## config.mk

```make
export PLATFORM = sky130hd
export DESIGN_NAME = regfile_wb_arbiter
export DESIGN_NICKNAME = d
export VERILOG_FILES = /design/src/rtl/regfile_wb_arbiter.sv
export SDC_FILE = /design/constraint.sdc
export NUM_CORES = 1
export LEC_CHECK = 0
export CORE_MARGIN = 4
export CORE_UTILIZATION = 46
export DETAILED_ROUTE_END_ITERATION = 6
export GPL_TIMING_DRIVEN = 0
export HOLD_SLACK_MARGIN = 0.15
export PLACE_DENSITY = 0.87
export SLEW_MARGIN = 20
export SYNTH_ARGS = -nofsm -noshare
export SYNTH_HDL_FRONTEND = slang
export SYNTH_SLANG_ARGS = --single-unit
```

## constraint.sdc

```tcl
create_clock -name clk -period 6.2 [get_ports clk]
set_input_delay 1.86 -clock clk [delete_from_list [all_inputs] [get_ports clk]]
set_output_delay 1.86 -clock clk [all_outputs]
set_load 0.03 [all_outputs]
```

## src/rtl/regfile_wb_arbiter.sv

```systemverilog
// Single-write-port arbiter for the register file: pipeline WB (A) has priority,
// multicycle unit (B) is forced through after STARVE_MAX blocked cycles.
module regfile_wb_arbiter #(
    parameter int STARVE_MAX = 4
) (
    input  logic        clk,
    input  logic        reset,

    input  logic        a_valid,
    input  logic [4:0]  a_reg,
    input  logic [31:0] a_data,
    output logic        a_ready,

    input  logic        b_valid,
    input  logic [4:0]  b_reg,
    input  logic [31:0] b_data,
    output logic        b_ready,

    input  logic        b_issue,
    input  logic [4:0]  b_issue_reg,

    input  logic [4:0]  q_rs,
    input  logic [4:0]  q_rt,
    input  logic [4:0]  q_rd,
    output logic        rs_busy,
    output logic        rt_busy,
    output logic        rd_busy,

    output logic        rf_we,
    output logic [4:0]  rf_waddr,
    output logic [31:0] rf_wdata,

    output logic        sb_err
);

    localparam logic [7:0] STARVE_LIM = 8'(STARVE_MAX);

    logic [7:0]  starve_cnt_reg;
    logic [7:0]  starve_cnt_next;
    logic [31:0] busy_reg;
    logic [31:0] busy_next;
    logic        sb_err_reg;
    logic        sb_err_next;

    logic        force_b;
    logic        grant_a;
    logic        grant_b;

    assign force_b = (starve_cnt_reg == STARVE_LIM);

    // Ready signals depend only on the other requester's valid, never on own valid.
    always_comb begin
        a_ready = !reset && !(b_valid && force_b);
        b_ready = !reset && (!a_valid || force_b);
        grant_b = b_valid && b_ready;
        grant_a = a_valid && a_ready && !grant_b;
    end

    always_comb begin
        rf_we    = 1'b0;
        rf_waddr = 5'd0;
        rf_wdata = 32'd0;
        if (grant_b) begin
            rf_we    = (b_reg != 5'd0);
            rf_waddr = b_reg;
            rf_wdata = b_data;
        end else if (grant_a) begin
            rf_we    = (a_reg != 5'd0);
            rf_waddr = a_reg;
            rf_wdata = a_data;
        end
    end

    always_comb begin
        starve_cnt_next = starve_cnt_reg;
        if (grant_b || !b_valid) begin
            starve_cnt_next = 8'd0;
        end else if (a_valid && !force_b) begin
            starve_cnt_next = starve_cnt_reg + 8'd1;
        end
    end

    // Register 0 is hardwired idle; for the rest a same-edge issue beats the completion.
    assign busy_next[0] = 1'b0;

    genvar gi;
    generate
        for (gi = 1; gi < 32; gi = gi + 1) begin : g_busy
            logic set_bit;
            logic clr_bit;
            assign set_bit       = b_issue && (b_issue_reg == 5'(gi));
            assign clr_bit       = grant_b && (b_reg == 5'(gi));
            assign busy_next[gi] = set_bit || (busy_reg[gi] && !clr_bit);
        end
    endgenerate

    always_comb begin
        sb_err_next = sb_err_reg;
        if (b_issue && (b_issue_reg != 5'd0) && busy_reg[b_issue_reg]
                && !(grant_b && (b_reg == b_issue_reg))) begin
            sb_err_next = 1'b1;
        end
    end

    always_ff @(posedge clk) begin
        if (reset) begin
            starve_cnt_reg <= 8'd0;
            busy_reg       <= 32'd0;
            sb_err_reg     <= 1'b0;
        end else begin
            starve_cnt_reg <= starve_cnt_next;
            busy_reg       <= busy_next;
            sb_err_reg     <= sb_err_next;
        end
    end

    assign rs_busy = busy_reg[q_rs];
    assign rt_busy = busy_reg[q_rt];
    assign rd_busy = busy_reg[q_rd];
    assign sb_err  = sb_err_reg;

endmodule

```

==> results of run 1 <==
[stage by stage]
stage	setup slack [ns]	cells
3_3_place_gp	0.07279	559
2_1_floorplan	0.7014	348
4_1_cts	0.03772	567
3_5_place_dp	0.03284	559
6_report	0.1347	567
5_1_grt	-0.01812	567
[worst register-to-register path, cell delays in order (launching register included)]
cell and delay [ns]:
dfxtp_1 0.37, inv_1 0.08, ha_1 0.13, nor4b_2 0.28, a31oi_1 0.18, clkbuf_4 0.22, or4_4 0.56, o21ai_0 0.24
a21oi_1 0.10
[layout make-up]
type                    instances  share of cell area
flip-flops and latches         40              0.1686
well taps                      80             0.02108
clock buffers                   6             0.01528
inverters                       7            0.005534
plain buffers                  30             0.02793
multi-input cells             271              0.4722
repair buffers                131              0.2819
clock inverters                 2            0.007378
[per-layer routing]
layer | share of wire | vias to the layer above | GRT usage
met4 | 0.036 | 0 | 0.1219
met1 | 0.34 | 1660 | 0.2800
met3 | 0.11 | 32 | 0.08534
met5 | 0 | - | 0
met2 | 0.51 | 255 | 0.4899
li1 | - | 1611 | -
[final timing paths]
check / startpoint / endpoint / slack (ns)
worst max register to register: starve_cnt_reg[0]$_SDFFE_PP0P_ / busy_reg[18]$_SDFF_PP0_ / 3.92
worst min-delay path: sb_err$_SDFFE_PP0P_ / sb_err$_SDFFE_PP0P_ / 0.50
worst max-delay path: a_valid / rf_waddr[0] / 0.13
worst min register to register: sb_err$_SDFFE_PP0P_ / sb_err$_SDFFE_PP0P_ / 0.50
[cell usage in the layout (no fill, tap or decap), types with 3 or more instances in the layout]
cell type        count
mux4_2              33
clkdlybuf4s50_1    120
or2_2                3
nor3_1               3
xnor2_1              4
dlymetal6s2s_1      11
clkbuf_1            16
o41ai_1              3
o21ai_1             12
or4b_4               3
mux2_2               8
o21ai_0             20
nand2b_1             7
nand2_1             47
dfxtp_1             40
nor2_1              18
a21oi_1             32
buf_2               11
xor2_1               7
inv_1                7
nor2b_1              3
clkbuf_8             5
a22o_1              37
nand3_1              5
or4_4                3
[where the power goes]
part / switching, W / leakage (nW) / total (W) / internal, W
registers: 0.00000428 / 0.323 / 0.000264 / 0.000260
clock network: 0.0000888 / 0.0552 / 0.000208 / 0.000119
logic: 0.000110 / 1.43 / 0.000224 / 0.000114
total: 0.000203 / 1.81 / 0.000697 / 0.000494
[logic make-up after synthesis]
kind of cell,after synthesis,share of synthesized area
AOI/OAI and AO/OA,113,0.2341
and+or+nand+nor,102,0.1624
muxes,43,0.2669
DFF,40,0.2505
buffers and inverters,37,0.04814
xor gates and xnor gates,11,0.03014
adders and majority gates,2,0.007827
[repair_timing]
item                       4_1_cts  5_1_grt
hold buffers                     0        0
setup endpoints to repair        0       19
hold endpoints to repair         0        0
resized for setup                0       16
==> results.cfg, run 1 <==
[routing]
wl_per_cell_um = 20.22
drt_iter0_drc = 390
antenna_left = 0
num_vias = 3558
first_pass_iters = 5
avgViaCountPerCell = 6.275
route.detailed.drc = 0
totalWireLength_um = 11470

[setup_path]
cp_top_family = buffers and inverters
crit_buf_inv = 6
crit_path_end_kind = output port
crit_arrival_ns = 4.21
critPathRequiredTime_ns = 4.34
slowest_delay_ns = 0.60
rr_worst_depth = 8
start_kind = input port
critPathMaxFanout = 10
worstPathCellList = clkdlybuf4s50_1, inv_1, a31oi_1, clkbuf_4, nor2_1, buf_2, buf_2, a22o_1, clkdlybuf4s50_1
path_depth = 9
slowest_stage = clkdlybuf4s50_1
critPathKind = input port to output port

[grt]
grt_max_degree = 13
grt_use_total = 0.2691
grt_overflow_total = 0
grt_pass1_wl_um = 17770
antenna_found_initial = 0
grt_pass1_vias = 3589

[yosys]
synth.top_cells.by_count = nand2_1, dfxtp_1, a22o_1, mux4_2, a21oi_1
ys_async_sr_fraction = 0
synthFlopType = dfxtp_1
synth_area_sq_mm = 0.003197
synth.most_common_cell = nand2_1
synth_nets = 449
synth_edf_count = 0
synth_cells = 348
synth_top_area_cell = dfxtp_1
synth_seq_cells = 40
ys_warn_count = 0
synth_top_area_share = 0.2505
synth_cell_types = 41
yosysSeqAreaShare = 0.2505
syn_avg_cell_area_sq_um = 9.186
synthTopCellsByArea = dfxtp_1, mux4_2, a22o_1

[pwr]
ir_worst_vdd_mv = 0.08287
p_leak_nw = 1.812
pwr_density_cell_mw_per_mm2 = 146.8
power_w = 0.0006970

[sta]
period_share = 0.9783
slew_viol_final = 0
finalHoldWorstSlack_ns = 0.4952
fin_crit_ns = 6.065
relSlewSlack = 0.5574
setup_tns_ns = 0
setup_violations = 0
hold_viol_final = 0
fmax_ghz = 0.1649
final.setup_skew_ns = 0.008236
worstMarginPinSlew_ns = 0.6615

[placement]
place_area_sq_mm = 0.004608
numPortBuffers = 131
dp_hpwl_um = 9208
place_congestion = 0.9308

[finish]
nets = 587
nFillCells = 508
insertedDiodeCount = 0
largest_reg_flops = 31
finalInstanceArea_sq_mm = 0.004748
seqCellArea_sq_um = 800.8
final_util = 0.7028
area_growth_pct = 48.53
multi_input_area_sq_mm = 0.002242
drive_above_1_share = 0.1478

[floorplan]
coreArea_sq_mm = 0.006756
ios = 143
die-area_sq_mm = 0.008348
initial_core_util = 0.4731
rows = 30
fp.dieW_um = 91.37
die_y_um = 91.37

[cts]
h-tree-depth = 2
root_buffer = clkbuf_8
post_cts_buffers = 0
cts_buffers = 5
clkLatencyLatePin_ns = 0.29
path_clk_slew_ns = 0.07
clock_sinks = 40
cts_tree = built
cts_buffer_depth = 2

[hold_path]
hold_path.class = flip-flop to flip-flop
min_path_cells = 1

[run]
maxCapViolCount = 0

[outcome]
status = complete, no violations
(Power assumes the default switching activity.)
==> run 2, diff against run 1 <==
--- a/config.mk
+++ b/config.mk
@@ -15,3 +15,4 @@
 export SYNTH_ARGS = -nofsm -noshare
 export SYNTH_HDL_FRONTEND = slang
 export SYNTH_SLANG_ARGS = --single-unit
+export TNS_END_PERCENT = 10
==> run 2 against run 1 <==
Clock skew is 0.00057 ns higher. Fmax is 0.11% higher. Design area about the same. Core utilization hardly changed. Setup slack better by 0.0068 ns. Via count shrank 0.11%. Global-route usage unchanged. Wire length about the same. Largest power group unchanged.
==> results.cfg, run 2 (synthesis results as in run 1) <==
[outcome]
status = complete, no violations

[routing]
avgViaCountPerCell = 6.268
route.detailed.drc = 0
drt_iter0_drc = 390
wl_per_cell_um = 20.21
num_vias = 3554
totalWireLength_um = 11460
first_pass_iters = 5
antenna_left = 0

[grt]
grt_pass1_vias = 3589
grt_max_degree = 13
grt_pass1_wl_um = 17770
grt_use_total = 0.2691
antenna_found_initial = 0
grt_overflow_total = 0

[setup_path]
r2r_slack_ns = 3.91
critPathKind = input port to output port
start_kind = input port
critPathRequiredTime_ns = 4.34
rr_worst_depth = 8
crit_path_end_kind = output port
critPathMaxFanout = 10
crit_arrival_ns = 4.20
reg2reg_to = busy_reg[18]$_SDFF_PP0_
critPathLaunch = a_valid
timing.rr.start = starve_cnt_reg[0]$_SDFFE_PP0P_

[sta]
setup_tns_ns = 0
setup_violations = 0
fin_crit_ns = 6.058
period_share = 0.9772
hold_viol_final = 0
slew_viol_final = 0
final.setup_skew_ns = 0.008803
worstMarginPinSlew_ns = 0.6614
relSlewSlack = 0.5574
fmax_ghz = 0.1651

[cts]
root_buffer = clkbuf_8
path_clk_slew_ns = 0.07
cts_tree = built
clkLatencyLatePin_ns = 0.29
cts_buffers = 5
clock_sinks = 40
h-tree-depth = 2
cts_buffer_depth = 2
ctsHoldBuffers = 0

[pwr]
ir_worst_vdd_mv = 0.08284
p_leak_nw = 1.828
pwr_density_cell_mw_per_mm2 = 146.9

[hold_path]
whs_endpoint = sb_err$_SDFFE_PP0P_
hp-start = sb_err$_SDFFE_PP0P_
min_path_cells = 1
hold_path.class = flip-flop to flip-flop

[placement]
place_congestion = 0.9308
numPortBuffers = 131
dp_hpwl_um = 9208

[finish]
drive_above_1_share = 0.1478
final_util = 0.7031
final_cell_mix = clkdlybuf4s50_1, nand2_1, dfxtp_1, a22o_1, mux4_2
nets = 587
area_growth_pct = 48.61
multi_input_area_sq_mm = 0.002242
insertedDiodeCount = 0
final_common_cell = clkdlybuf4s50_1
nFillCells = 508
largest_reg_flops = 31
seqCellArea_sq_um = 800.8

[floorplan]
die-area_sq_mm = 0.008348
coreArea_sq_mm = 0.006756
die_y_um = 91.37
rows = 30
initial_core_util = 0.4731
ios = 143
fp.dieW_um = 91.37

[run]
maxCapViolCount = 0
run 2: changes by cell type in the layout (fill, tap and decap cells not counted):
cell / before / now
clkdlybuf4s50_1: 120 / 119
dlymetal6s2s_1: 11 / 12
run 2: final cells by class:
cell class / instances / area share
plain buffers: 30 / 0.02792
clock buffers: 6 / 0.01528
clock inverters: 2 / 0.007374
inverters: 7 / 0.005531
multi-input cells: 271 / 0.4720
flip-flops and latches: 40 / 0.1686
well taps: 80 / 0.02107
repair buffers: 131 / 0.2823
run 2: per-layer routing:
layer,vias up,GRT usage,part of all wire
li1,1611,-,-
met1,1662,0.2800,0.34
met2,249,0.4899,0.51
met3,32,0.08534,0.11
met4,0,0.1219,0.036
met5,-,0,0
run 2: worst max path at each step:
stage               cells after the start            to  slack [ns]
floorplan                               7         rf_we        0.70
global placement                        8         rf_we        0.07
detailed placement                      8         rf_we        0.03
CTS                                     8         rf_we        0.04
global route                            9   rf_wdata[4]       -0.02
finish                                  9  rf_wdata[29]        0.14
run 2: report_power, final:
part	leakage (nW)	internal (W)	total (W)	switching, W
clock network	0.0552	0.000119	0.000209	0.0000897
registers	0.323	0.000260	0.000264	0.00000428
logic	1.45	0.000114	0.000224	0.000110
total	1.83	0.000494	0.000698	0.000204
run 2: through the flow:
stage	worst slack, ns	area [sq um]	hold WS (ns)	power (W)	std cells
6_report	0.1415	4751	0.4957	0.0006979	567
4_1_cts	0.03772	4716	0.5062	0.0006993	567
2_1_floorplan	0.7014	3197	0.4530	0.0003788	348
3_3_place_gp	0.07279	4608	0.4714	0.0004901	559
5_1_grt	-0.01812	4751	0.5311	0.0007232	567
3_5_place_dp	0.03284	4608	0.4889	0.0004940	559
run 2: worst max-delay path, cell delays in order:
cell and delay (ns):
clkdlybuf4s50_1 0.51, inv_1 0.05, a31oi_1 0.21, clkbuf_4 0.25
nor2_1 0.08, buf_2 0.19, buf_2 0.20, a22o_1 0.24
clkdlybuf4s50_1 0.59
run 2: what timing repair did:
| action | CTS | global route |
|---|---|---|
| setup endpoints to repair | 0 | 19 |
| resized for setup | 0 | 17 |
| setup buffers | 0 | 0 |
==> run 3, diff against run 2 <==
--- a/config.mk
+++ b/config.mk
@@ -5,7 +5,6 @@
 export SDC_FILE = /design/constraint.sdc
 export NUM_CORES = 1
 export LEC_CHECK = 0
-export CORE_MARGIN = 4
 export CORE_UTILIZATION = 46
 export DETAILED_ROUTE_END_ITERATION = 6
 export GPL_TIMING_DRIVEN = 0
==> run 3 against run 2 <==
Critical path depth did not move. Largest cell class unchanged. Hold slack improved by 0.013 ns. Critical path type unchanged. Core utilization fell by 0.41 points. Critical endpoint is now rf_wdata[2]. Flip-flop and latch count did not move. Global-route usage rose by 4.6 points.
==> results.cfg, run 3 (synthesis results as in run 1) <==
[finish]
nets = 587
final_common_cell = clkdlybuf4s50_1
drive_above_1_share = 0.1478
final_cell_mix = clkdlybuf4s50_1, nand2_1, dfxtp_1, a22o_1, mux4_2
insertedDiodeCount = 0
area_growth_pct = 47.75
nFillCells = 540
final_util = 0.6991
largest_reg_flops = 31

[sta]
relSlewSlack = 0.5586
slew_viol_final = 0
worstMarginPinSlew_ns = 0.6597
fmax_ghz = 0.1649
hold_viol_final = 0
setup_tns_ns = 0
rsz0062_at_grt = false
setup_violations = 0
fin_crit_ns = 6.065
period_share = 0.9783
final.setup_skew_ns = 0.007446
finalHoldWorstSlack_ns = 0.5083

[setup_path]
crit_arrival_ns = 4.21
start_kind = input port
crit_path_end_kind = output port
critPathMaxFanout = 10
critPathKind = input port to output port
critPathRequiredTime_ns = 4.34

[grt]
grt_overflow_total = 0
grt_use_total = 0.3149
grt_pass1_vias = 3634
grt_max_degree = 13
antenna_found_initial = 0
grt_pass1_wl_um = 17600

[placement]
dp_hpwl_um = 8865
place_congestion = 0.9488
numPortBuffers = 131

[floorplan]
die-area_sq_mm = 0.007287
ios = 143
rows = 30
coreArea_sq_mm = 0.006756
fp.dieW_um = 85.37
initial_core_util = 0.4731
die_y_um = 85.37

[pwr]
pwr_density_cell_mw_per_mm2 = 148.9
ir_worst_vdd_mv = 0.1010
p_leak_nw = 1.677

[outcome]
status = complete, no violations

[cts]
path_clk_slew_ns = 0.08
cts_tree = built
h-tree-depth = 2
cts_buffer_depth = 2
cts_buffers = 5
ctsHoldBuffers = 0
clkLatencyLatePin_ns = 0.30
root_buffer = clkbuf_8
cts_resized = 0
post_cts_buffers = 0
clock_sinks = 40

[routing]
drt_iter0_drc = 265
wl_per_cell_um = 19.47
route.detailed.drc = 0
totalWireLength_um = 11040
first_pass_iters = 5
antenna_left = 0
avgViaCountPerCell = 6.226
num_vias = 3530

[hold_path]
hold_path.class = flip-flop to flip-flop

[run]
maxCapViolCount = 0
-- run 3: final cells by class --
cell class              instances  area (sq um)  share of cell area
inverters                       7         26.28            0.005563
clock buffers                   6         72.57             0.01536
well taps                      80         100.1             0.02119
clock inverters                 2         35.03            0.007417
multi-input cells             271          2242              0.4747
plain buffers                  30         130.1             0.02755
flip-flops and latches         40         800.8              0.1695
repair buffers                131          1316              0.2787
-- run 3: layer usage --
| layer | vias to the layer above | share of wire | wire [um] | track usage |
|---|---|---|---|---|
| met5 | - | 0 | 0 | 0 |
| li1 | 1606 | - | - | - |
| met4 | 0 | 0.034 | 375 | 0.1242 |
| met3 | 33 | 0.081 | 899 | 0.07004 |
| met1 | 1667 | 0.35 | 3869 | 0.3321 |
| met2 | 224 | 0.53 | 5898 | 0.6041 |
-- run 3: critical path, cell delays in order --
cell and delay (ns):
clkdlybuf4s50_1 0.50, inv_1 0.05, a31oi_1 0.19, buf_2 0.26
nor2_1 0.10, buf_2 0.19, buf_2 0.19, a22o_1 0.24
clkdlybuf4s50_1 0.60
-- run 3: stage by stage --
| step | instances | cell area (sq um) | power, W | setup WS (ns) |
|---|---|---|---|---|
| floorplan | 348 | 3197 | 0.0003788 | 0.7014 |
| global placement | 559 | 4608 | 0.0004895 | 0.07079 |
| detailed placement | 559 | 4608 | 0.0004942 | 0.04979 |
| CTS | 567 | 4716 | 0.0007009 | 0.03484 |
| global route | 567 | 4723 | 0.0007242 | 0.01228 |
| finish | 567 | 4723 | 0.0007034 | 0.1348 |
-- run 3: final timing paths --
path / slack, ns / start / end / cells after the start
worst max-delay path: 0.13 / a_valid / rf_wdata[2] / 9
worst min-delay path: 0.51 / starve_cnt_reg[0]$_SDFFE_PP0P_ / starve_cnt_reg[0]$_SDFFE_PP0P_ / 1
worst max register to register: 3.98 / starve_cnt_reg[0]$_SDFFE_PP0P_ / busy_reg[23]$_SDFF_PP0_ / 8
worst min register to register: 0.51 / starve_cnt_reg[0]$_SDFFE_PP0P_ / starve_cnt_reg[0]$_SDFFE_PP0P_ / 1
-- run 3: power by group --
group / switching [W] / internal [W]
clock: 0.0000947 / 0.000120
sequential: 0.00000413 / 0.000260
combinational: 0.000110 / 0.000115
